[src/rtl/psd_sqrt_if.sv]
// Control/data bundle between a controller (master) and the psd_sqrt datapath (slave).
interface psd_sqrt_if;
   logic        start;
   logic        stop;
   logic [31:0] xin;
   logic [15:0] sqrt;

   modport master (
      output start,
      output stop,
      output xin,
      input  sqrt
   );

   modport slave (
      input  start,
      input  stop,
      input  xin,
      output sqrt
   );
endinterface

[src/rtl/psd_sqrt.sv]
// Sequential 32-bit integer square root, one result bit per clock, MSB first.
// Define PSDSQRT_ROUND_EN to round the loaded result to nearest (saturating at 0xFFFF).
module psd_sqrt (
   input  logic          clock,
   input  logic          reset,
   psd_sqrt_if.slave     bus
);

   typedef enum logic {
      IDLE = 1'b0,
      BUSY = 1'b1
   } state_t;

   state_t      r_state;
   state_t      w_stateNext;
   logic        w_iterate;

   logic [31:0] r_xreg;
   logic [15:0] r_root;
   logic [15:0] r_mask;
   logic [4:0]  r_cnt;
   logic [15:0] r_sqrt;

   logic [15:0] w_trial;
   logic [31:0] w_trialSq;
   logic        w_fits;
   logic [15:0] w_stopValue;

   assign w_trial   = r_root | r_mask;
   assign w_trialSq = {16'd0, w_trial} * {16'd0, w_trial};
   assign w_fits    = (r_xreg >= w_trialSq);

`ifdef PSDSQRT_ROUND_EN
   logic [31:0] w_rootSq;
   logic [31:0] w_remainder;
   logic        w_roundUp;

   // Remainder is never negative: every accepted trial kept root^2 <= xreg.
   assign w_rootSq    = {16'd0, r_root} * {16'd0, r_root};
   assign w_remainder = r_xreg - w_rootSq;
   assign w_roundUp   = (w_remainder > {16'd0, r_root});
   assign w_stopValue = (w_roundUp && (r_root != 16'hFFFF)) ? (r_root + 16'd1) : r_root;
`else
   assign w_stopValue = r_root;
`endif

   always_ff @(posedge clock or negedge reset) begin
      if (!reset) begin
         r_state <= IDLE;
      end else begin
         r_state <= w_stateNext;
      end
   end

   // A start always wins, so it aborts and restarts any run in progress.
   always_comb begin
      w_stateNext = r_state;
      w_iterate   = 1'b0;
      if (bus.start) begin
         w_stateNext = BUSY;
      end else if (r_state == BUSY) begin
         w_iterate = 1'b1;
         if (r_cnt == 5'd15) begin
            w_stateNext = IDLE;
         end
      end
   end

   always_ff @(posedge clock or negedge reset) begin
      if (!reset) begin
         r_xreg <= 32'd0;
         r_root <= 16'd0;
         r_mask <= 16'd0;
         r_cnt  <= 5'd0;
      end else if (bus.start) begin
         r_xreg <= bus.xin;
         r_root <= 16'd0;
         r_mask <= 16'h8000;
         r_cnt  <= 5'd0;
      end else if (w_iterate) begin
         if (w_fits) begin
            r_root <= w_trial;
         end
         r_mask <= r_mask >> 1;
         r_cnt  <= r_cnt + 5'd1;
      end
   end

   // Stop samples the root as it stood before this edge, even when start coincides.
   always_ff @(posedge clock or negedge reset) begin
      if (!reset) begin
         r_sqrt <= 16'd0;
      end else if (bus.stop) begin
         r_sqrt <= w_stopValue;
      end
   end

   assign bus.sqrt = r_sqrt;

endmodule

[src/flat_wrapper.sv]
// flat-port wrapper written by rule: the top's interface ports become plain ports
module psd_sqrt_flat 
  (clock, reset, bus_start, bus_stop, bus_xin, bus_sqrt);
  psd_sqrt_if bus_i ();
  input  logic clock;
  input  logic reset;
  input wire logic [$bits(bus_i.start)-1:0] bus_start;
  input wire logic [$bits(bus_i.stop)-1:0] bus_stop;
  input wire logic [$bits(bus_i.xin)-1:0] bus_xin;
  output wire logic [$bits(bus_i.sqrt)-1:0] bus_sqrt;
  assign bus_i.start = bus_start;
  assign bus_i.stop = bus_stop;
  assign bus_i.xin = bus_xin;
  assign bus_sqrt = bus_i.sqrt;
  psd_sqrt u_core (.clock(clock), .reset(reset), .bus(bus_i));
endmodule
[config.mk]
export PLATFORM = sky130hd
export DESIGN_NAME = psd_sqrt_flat
export DESIGN_NICKNAME = d
export VERILOG_FILES = /design/src/rtl/psd_sqrt_if.sv /design/src/rtl/psd_sqrt.sv /design/src/flat_wrapper.sv
export SDC_FILE = /design/constraint.sdc
export NUM_CORES = 1
export LEC_CHECK = 0
export ABC_AREA = 1
export ABC_CLOCK_PERIOD_IN_PS = 8690
export CAP_MARGIN = 10
export CORE_MARGIN = 2
export CORE_UTILIZATION = 30
export CTS_BUF_LIST = sky130_fd_sc_hd__clkbuf_8
export DETAILED_ROUTE_END_ITERATION = 16
export HOLD_SLACK_MARGIN = 0.15
export PLACE_DENSITY = 0.41
export SYNTH_ARGS = -nofsm -noshare
export SYNTH_HDL_FRONTEND = slang
export SYNTH_SLANG_ARGS = --single-unit
[constraint.sdc]
create_clock -name clock -period 8.69 [get_ports clock]
set_input_delay 2.607 -clock clock [delete_from_list [all_inputs] [get_ports clock]]
set_output_delay 2.607 -clock clock [all_outputs]
set_load 0.05 [all_outputs]
Yosys cells after proc, flatten, opt, wreduce, memory -nomap -nowiden
Cells that the tools add are included.
{"block": "op_classes", "n_bitwise": 1, "eq_ne": 1, "n_mux": 12, "n_reduce_logical": 3, "order_cmp": 1, "addsub": 1, "n_mul": 1}
{"operator": "2-to-1 mux 16 bit", "count": 5}
{"operator": "greater-or-equal comparator 32 bit", "count": 1}
{"operator": "multiplier 16 x 16 -> 32 bit", "count": 1}
{"operator": "OR 16 bit", "count": 1}
{"operator": "2-to-1 mux 5 bit", "count": 2}
{"operator": "adder 5 x 1 -> 5 bit, second input constant", "count": 1}
{"operator": "== test 5 x 4 -> 1 bit, second input constant", "count": 1}
{"operator": "2-to-1 mux 1 bit", "count": 5}
{"operator": "nonzero test 2 bit", "count": 2}
{"operator": "AND reduction 2 bit", "count": 1}
{"block": "word_totals", "input_bits": 36, "reg_bits": 86, "out_inout_bits": 16, "wordCells": 26}

Depth between registers and ports, before layout
Gate-level depths: netlist (run 1).
{"block": "logic_depth", "word_depth": 6, "depth_mapped": 38, "mapped_depth_nobuf": 36}

Worst setup path after synthesis (run 1)
OpenSTA, ideal clock, no wires.
{"block": "synth_timing", "path_kind": "reg2reg", "startpoint": "reg u_core.r_mask[1]", "endpoint": "reg u_core.r_root[5]", "path_slack_ns": 2.114, "arrival_ns": 6.460, "stages_incl_launch_ff": 36, "period_less_slack_ns": 6.576, "t_required_ns": 8.573, "path_buffers": 2, "path_cell_list": "dfrtp_1 -> nor2_1 -> clkbuf_1 -> nor2_1 -> fa_1 -> inv_1 -> fa_1 -> inv_1 -> fa_1 -> inv_1 -> fa_1 -> inv_1 -> fa_1 -> inv_1 -> fa_1 -> inv_1 -> ha_1 -> nand2_1 -> nor2_1 -> inv_1 -> nor2_1 -> nand2_1 -> nand3_2 -> nand2_1 -> nand2_1 -> xor2_1 -> inv_1 -> ha_1 -> a21oi_1 -> o21a_1 -> nand2_1 -> a21oi_2 -> nand2_4 -> clkbuf_4 -> nand3_1 -> nand2_1"}
{"block": "synth_between", "elab_chain_cells": 5}
{"element": "from (decl)", "line": "psd_sqrt.sv:20", "text": "logic [15:0] r_mask;"}
{"element": "from (signal assigned)", "line": "psd_sqrt.sv:84", "text": "r_mask <= r_mask >> 1;"}
{"element": "OR 16 bit", "line": "psd_sqrt.sv:29", "text": "assign w_trial = r_root | r_mask;"}
{"element": "multiplier 16 x 16 -> 32 bit", "line": "psd_sqrt.sv:30", "text": "assign w_trialSq = {16'd0, w_trial} * {16'd0, w_trial};"}
{"element": "greater-or-equal comparator 32 bit", "line": "psd_sqrt.sv:31", "text": "assign w_fits = (r_xreg >= w_trialSq);"}
{"element": "nonzero test 2 bit (no source line)"}
{"element": "AND reduction 2 bit (no source line)"}
{"element": "to (signal assigned)", "line": "psd_sqrt.sv:82", "text": "r_root <= w_trial;"}
{"element": "to (decl)", "line": "psd_sqrt.sv:19", "text": "logic [15:0] r_root;"}
No other way between the ends.
A chain may end at the register's enable or synchronous reset.

Worst setup path in the final report (run 1)
{"block": "layout_timing", "startpoint": "reg u_core.r_root[2]", "endpoint": "reg u_core.r_root[4]"}
{"block": "layout_between", "elab_chain_cells": 5}
{"element": "OR 16 bit", "line": "psd_sqrt.sv:29"}
{"element": "multiplier 16 x 16 -> 32 bit", "line": "psd_sqrt.sv:30"}
{"element": "greater-or-equal comparator 32 bit", "line": "psd_sqrt.sv:31"}
{"element": "nonzero test 2 bit (no source line)"}
{"element": "AND reduction 2 bit (no source line)"}
No other way between the ends.

==> results of run 1 <==
-- final cells by class --
| type | count | area, µm² | area share (%) |
|---|---|---|---|
| Sequential cell | 86 | 2150 | 16.7 |
| Inverter | 310 | 1160 | 9.03 |
| Tap cell | 511 | 639 | 4.96 |
| Clock inverter | 7 | 50.0 | 0.388 |
| Timing Repair Buffer | 70 | 646 | 5.01 |
| Clock buffer | 9 | 124 | 0.962 |
| Multi-Input combinational cell | 994 | 8110 | 62.9 |
-- metrics by stage --
stage / power [mW] / hold slack (ps) / instances / utilization [%]
2_1_floorplan: 0.680 / 448 / 1421 / -
3_3_place_gp: 0.804 / 470 / 1971 / 33.6
3_5_place_dp: 0.805 / 467 / 1971 / 33.6
4_1_cts: 1.07 / 491 / 1987 / 34.0
5_1_grt: 1.13 / 505 / 1987 / 34.0
6_report: 1.05 / 483 / 1987 / 34.0
-- state kept, by name, indices dropped and copies added, names as in the netlist --
name	flops
u_core.r_mask	16
u_core.r_root	16
u_core.r_state	1
u_core.r_cnt	5
u_core.r_xreg	32
u_core.bus.sqrt	16
-- path summary, 6_finish.rpt --
check | startpoint | endpoint | slack (ps) | cells after the start
setup / recovery | u_core.r_root[2] | u_core.r_root[4] | 990 | 32
hold / removal | u_core.r_xreg[4] | u_core.r_xreg[4] | 480 | 2
setup reg to reg | u_core.r_root[2] | u_core.r_root[4] | 990 | 32
hold reg to reg | u_core.r_xreg[4] | u_core.r_xreg[4] | 480 | 2
max in group asynchronous | reset | u_core.r_xreg[17] | 5450 | 2
min in group asynchronous | reset | u_core.bus.sqrt[14] | 2160 | 1
-- power by group through the flow --
stage,logic [mW],registers [mW],clock network [mW]
after global routing,0.390,0.455,0.287
after detailed placement,0.346,0.459,0
after CTS,0.349,0.452,0.269
final,0.342,0.451,0.255
after global placement,0.344,0.460,0
after floorplan,0.211,0.469,0
-- layout by cell type, fill, tap and decap left out, types with 11 or more instances in the layout --
cell type	count
nand2_1	323
xor2_1	11
fa_1	159
ha_1	133
inv_1	304
xnor2_1	20
nand4_1	12
clkdlybuf4s50_1	49
dfrtp_1	86
a21oi_1	48
nand3_1	37
o22ai_1	15
nor3_1	12
buf_4	20
o21ai_0	26
mux2_2	16
nor2_1	150
-- per-layer routing --
metal	vias to the layer above	part of all wire [%]	global-route usage (%)	wire, µm
met3	22	2.9	1.66	940
li1	4425	-	-	-
met5	-	0	0	0
met4	0	1.4	3.28	436
met1	4303	50	24.3	16200
met2	124	45	27.5	14600
-- logic make-up after synthesis --
family | Yosys count | share of synthesized area, %
AND/OR/NAND/NOR | 544 | 18.8
buffers and inverters | 341 | 11.3
adder cells (fa/ha/maj) | 292 | 41.9
AO/OA/AOI/OAI | 111 | 5.49
flip-flops | 86 | 18.6
XOR/XNOR | 31 | 2.35
multiplexers | 16 | 1.56
-- critical path, delay by kind of cell, from the launching register on --
kind,cells,cell delay [ps]
flops,1,420
simple gates,11,1250
xor+xnor,1,310
fa+ha+maj,8,3620
compound gates,5,1030
buf+inv,7,990
==> run metrics, run 1 <==
outcome finished clean; Crit path required time 9010 ps; top-count cell post-synth nand2_1; number of flops mapped to enable cells by yosys 0; Post-synth top cells nand2_1 (323), inv_1 (303), fa_1 (159); top cells by area, synth fa_1 (28%), dfrtp_1 (19%), ha_1 (14%), nand2_1 (10%), inv_1 (9.8%); Die W ~200 µm; setup bufs post-CTS 0; startpoint types flip-flop; number of global-route vias before repair 9498; Worst path slowest cell fa_1; post-DP HPWL 26700 µm; DR WL/cell 16.2 µm; DRC 0; layout cells sized above 1 about 4.3%; P_sw 0.390 mW; cell area after placement 12700 µm²; RSZ-0062 raised after global routing false; maxcap violations 0; drt pass-1 iters 4; Net Count, Synth approximately 1700; CTS max path bufs 2; largest net degree at the start of global routing 54; H-tree depth 3; post-synth cell types 36; crit-path max FO 17; sw frac 37.2%; Area growth, synth to finish 11.4%; Worst slew margin about 30%; Final Critical Period 7700 ps; total number of vias 8874; Clock transition at path regs roughly 90 ps; # rows 71; Logic pwr share 32.6%; Die Area between 40000 and 50000 µm²; sequential share of power 43.0%; Place WS 989 ps; Overflow after GRT 0; clock network fraction of design power 24.3%; final instance area 12900 µm²; die height 200 µm; TritonCTS buffer count 9; final worst slack 987 ps; routability cong. just under 0.9; total clock sinks 86; core area 37800 µm²; nets ~1800; later-pin clock latency in the skew report 380 ps; post-route setup TNS 0 ps; initial core utilization ~31%; HP Class reg -> reg; Slew Viols, Final 0; Largest stage delay, worst path approximately 550 ps; clock skew 17.9 ps; top-area cell type share of the netlist area 27.5%; Lkg Pwr 7.04 nW; DR iter-0 viols 422; GRT Total Usage 16.8%; Worst setup EP type flip-flop; Post-Synthesis Cells ~1400; Root Driver clkbuf_8; proportion of synthesized chip area in sequential cells 18.6%; # diodes 0; Slew @ Worst Pin 1060 ps; Fillers roughly 4200; Setup violations, final 0; IO buf count 51; Mean Syn Cell Area between 8 and 9 µm²; CTS tree built; Highest Clock Rate 130 MHz; CP Data Arrival Time roughly 8000 ps; Syn Std Cell Area 11600 µm²; Ys Warns 0; WS Path Type reg -> reg; maximum vdd drop 0.100 mV; initial antenna violation count 0; Async SR Flop Fraction 100%; Via density 4.47; Most Frequent Cell on Critical Path nand2_1; # IOs 52; internal power 0.657 mW; Synth area leader fa_1; Total Wirelength roughly 32000 µm; hold_buf cts 0; ys flop type dfrtp_1; remaining antenna violation count after routing 0; final hold viol count 0; first-pass GRT wire length 53000 µm; PostCTS Resize Cnt 0; Pwr Density 81.3 nW/µm²; flops & latches, synth 86; Period Utilization, post-route between 80% and 90%
Power figures use the tool's default switching activity.
==> run 2: changes to the inputs <==
Settings changed: CORE_MARGIN 2 to unset.
==> run 2 against run 1 <==
Sequential share of layout area barely moved. Register-to-register slack got worse by 250 ps. Largest power group unchanged. Global-route usage up 0.54 points. Critical endpoint is now u_core.r_root[11]. Clock skew increased by 3.4 ps. Critical path depth fell by 1. Total power up 0.33%.
==> run metrics, run 2 (synthesized netlist as in run 1, its figures left out) <==
Place WS 776 ps (was 989 ps); routing usage on met2 27.2% (was 27.5%); # rows 71 (unchanged); Total Wirelength 32000 µm (was 32200 µm); startpoint types flip-flop (unchanged); number of global-route vias before repair 9259 (was 9498); core area 37800 µm² (about the same); hold_buf cts 0 (unchanged); # IOs 52 (unchanged); Die W 198 µm (was 200 µm); first-pass GRT wire length 51600 µm (was 53000 µm); Largest stage delay, worst path 600 ps (was 550 ps); Final Critical Period 7950 ps (was 7700 ps); Worst setup EP type flip-flop (unchanged); post-DP HPWL 26500 µm (was 26700 µm); WS Path Type reg -> reg (unchanged); # diodes 0 (unchanged); total number of vias 8845 (was 8874); HP Class reg -> reg (unchanged); Area growth, synth to finish 11.4% (about the same); Worst Setup SP u_core.r_root[11] (was u_core.r_root[2]); cell area after placement 12700 µm² (unchanged); Highest Clock Rate 126 MHz (was 130 MHz); Slew Viols, Final 0 (unchanged); nets 1799 (unchanged); Most Frequent Cell on Critical Path nand2_1 (unchanged); PostCTS Resize Cnt 0 (unchanged); Clock transition at path regs 90 ps (about the same); final design utilization 34.1% (was 34.0%); setup bufs post-CTS 0 (unchanged); routability cong. 0.857 (was 0.874); Worst slew margin 27.1% (was 29.5%); final worst slack 741 ps (was 987 ps); gr busiest metal met2 (unchanged); Period Utilization, post-route 91.5% (was 88.6%); Pwr Density 81.6 nW/µm² (was 81.3 nW/µm²); Root Driver clkbuf_8 (unchanged); Overflow after GRT 0 (unchanged); maxcap violations 0 (unchanged); later-pin clock latency in the skew report 380 ps (about the same); H-tree depth 3 (unchanged); Slew @ Worst Pin 1090 ps (was 1060 ps); Worst path slowest cell clkinv_1 (was fa_1); RSZ-0062 raised after global routing false (unchanged); commonest non-fill, non-tap cell in the layout nand2_1 (unchanged); Via density 4.45 (was 4.47); most frequent cells in the layout nand2_1 (323), inv_1 (304), fa_1 (159), nor2_1 (150), ha_1 (133) (unchanged); Crit path max-delay family adder cells (unchanged); post-route setup TNS 0 ps (unchanged); Global Route met3 Usage 1.60% (was 1.66%); largest net degree at the start of global routing 58 (was 54); Crit path required time 9000 ps (was 9010 ps); TritonCTS buffer count 9 (unchanged); initial core utilization 30.6% (about the same); Die Area 39300 µm² (was 40100 µm²); outcome finished clean (unchanged); DR iter-0 viols 386 (was 422); max FFs per register 32 (unchanged); CP Data Arrival Time 8260 ps (was 8020 ps); worst r2r src u_core.r_root[11] (was u_core.r_root[2]); met1 GRT Util 25.2% (was 24.3%); Top reg by flops u_core.r_xreg (unchanged); GRT Total Usage 17.4% (was 16.8%); DR WL/cell 16.1 µm (was 16.2 µm); CTS tree built (unchanged); CTS max path bufs 2 (unchanged); die height 198 µm (was 200 µm); total clock sinks 86 (unchanged); DRC 0 (unchanged); hold_sp u_core.r_xreg[18] (was u_core.r_xreg[4]); IO buf count 51 (unchanged); Lkg Pwr 7.05 nW (was 7.04 nW); initial antenna violation count 0 (unchanged); crit-path max FO 17 (unchanged); drt pass-1 iters 5 (was 4); layout cells sized above 1 4.34% (unchanged); Buf/Inv on CP 6 (was 7); clock skew 21.3 ps (was 17.9 ps); Setup violations, final 0 (unchanged); remaining antenna violation count after routing 0 (unchanged); maximum vdd drop 0.0901 mV (was 0.100 mV); final instance area 12900 µm² (about the same); final hold viol count 0 (unchanged)
[run 2: changes by cell type in the layout (fill, tap and decap cells not counted), sizes merged]
| cell | previous run | this run |
|---|---|---|
| clkinvlp | 2 | 1 |
| inv | 305 | 306 |
[run 2: metrics by stage]
step                power [mW]  hold slack (ps)  instances
floorplan                0.680              448       1421
global placement         0.803              467       1971
detailed placement       0.803              469       1971
CTS                       1.07              492       1987
global route              1.13              513       1987
finish                    1.05              488       1987
[run 2: path summary, 6_finish.rpt]
path,end,cells after the start,slack [ps]
max,u_core.r_root[11],31,740
min,u_core.r_xreg[18],2,490
max reg2reg,u_core.r_root[11],31,740
min reg2reg,u_core.r_xreg[18],2,490
max in group asynchronous,u_core.r_xreg[11],2,5430
min in group asynchronous,u_core.bus.sqrt[13],1,2140
[run 2: layout make-up]
cell class | instances | area (µm²)
fillers | 4003 | 24900
flip-flops and latches | 86 | 2150
well taps | 511 | 639
clock inverters | 7 | 47.5
inverters | 310 | 1160
clock buffers | 9 | 124
repair buffers | 70 | 646
multi-input cells | 994 | 8110
[run 2: report_power, final]
part	internal (mW)	total [mW]	switching, mW
combinational	0.123	0.340	0.217
clock	0.104	0.260	0.156
sequential	0.429	0.451	0.0214
total	0.657	1.05	0.394
[run 2: worst reg2reg max path: cells and delay by family (launching register included)]
kind	cells	cell delay, ps
xor gates and xnor gates	1	320
buffers and inverters	6	900
AOI/OAI and AO/OA	5	930
adders and majority gates	8	3570
DFF	1	420
and+or+nand+nor	11	1760
[run 2: layer usage]
layer / vias up / part of all wire (%)
met5: - / 0
met4: 0 / 2.2
met3: 41 / 3.8
met2: 145 / 45
met1: 4232 / 49
li1: 4427 / -
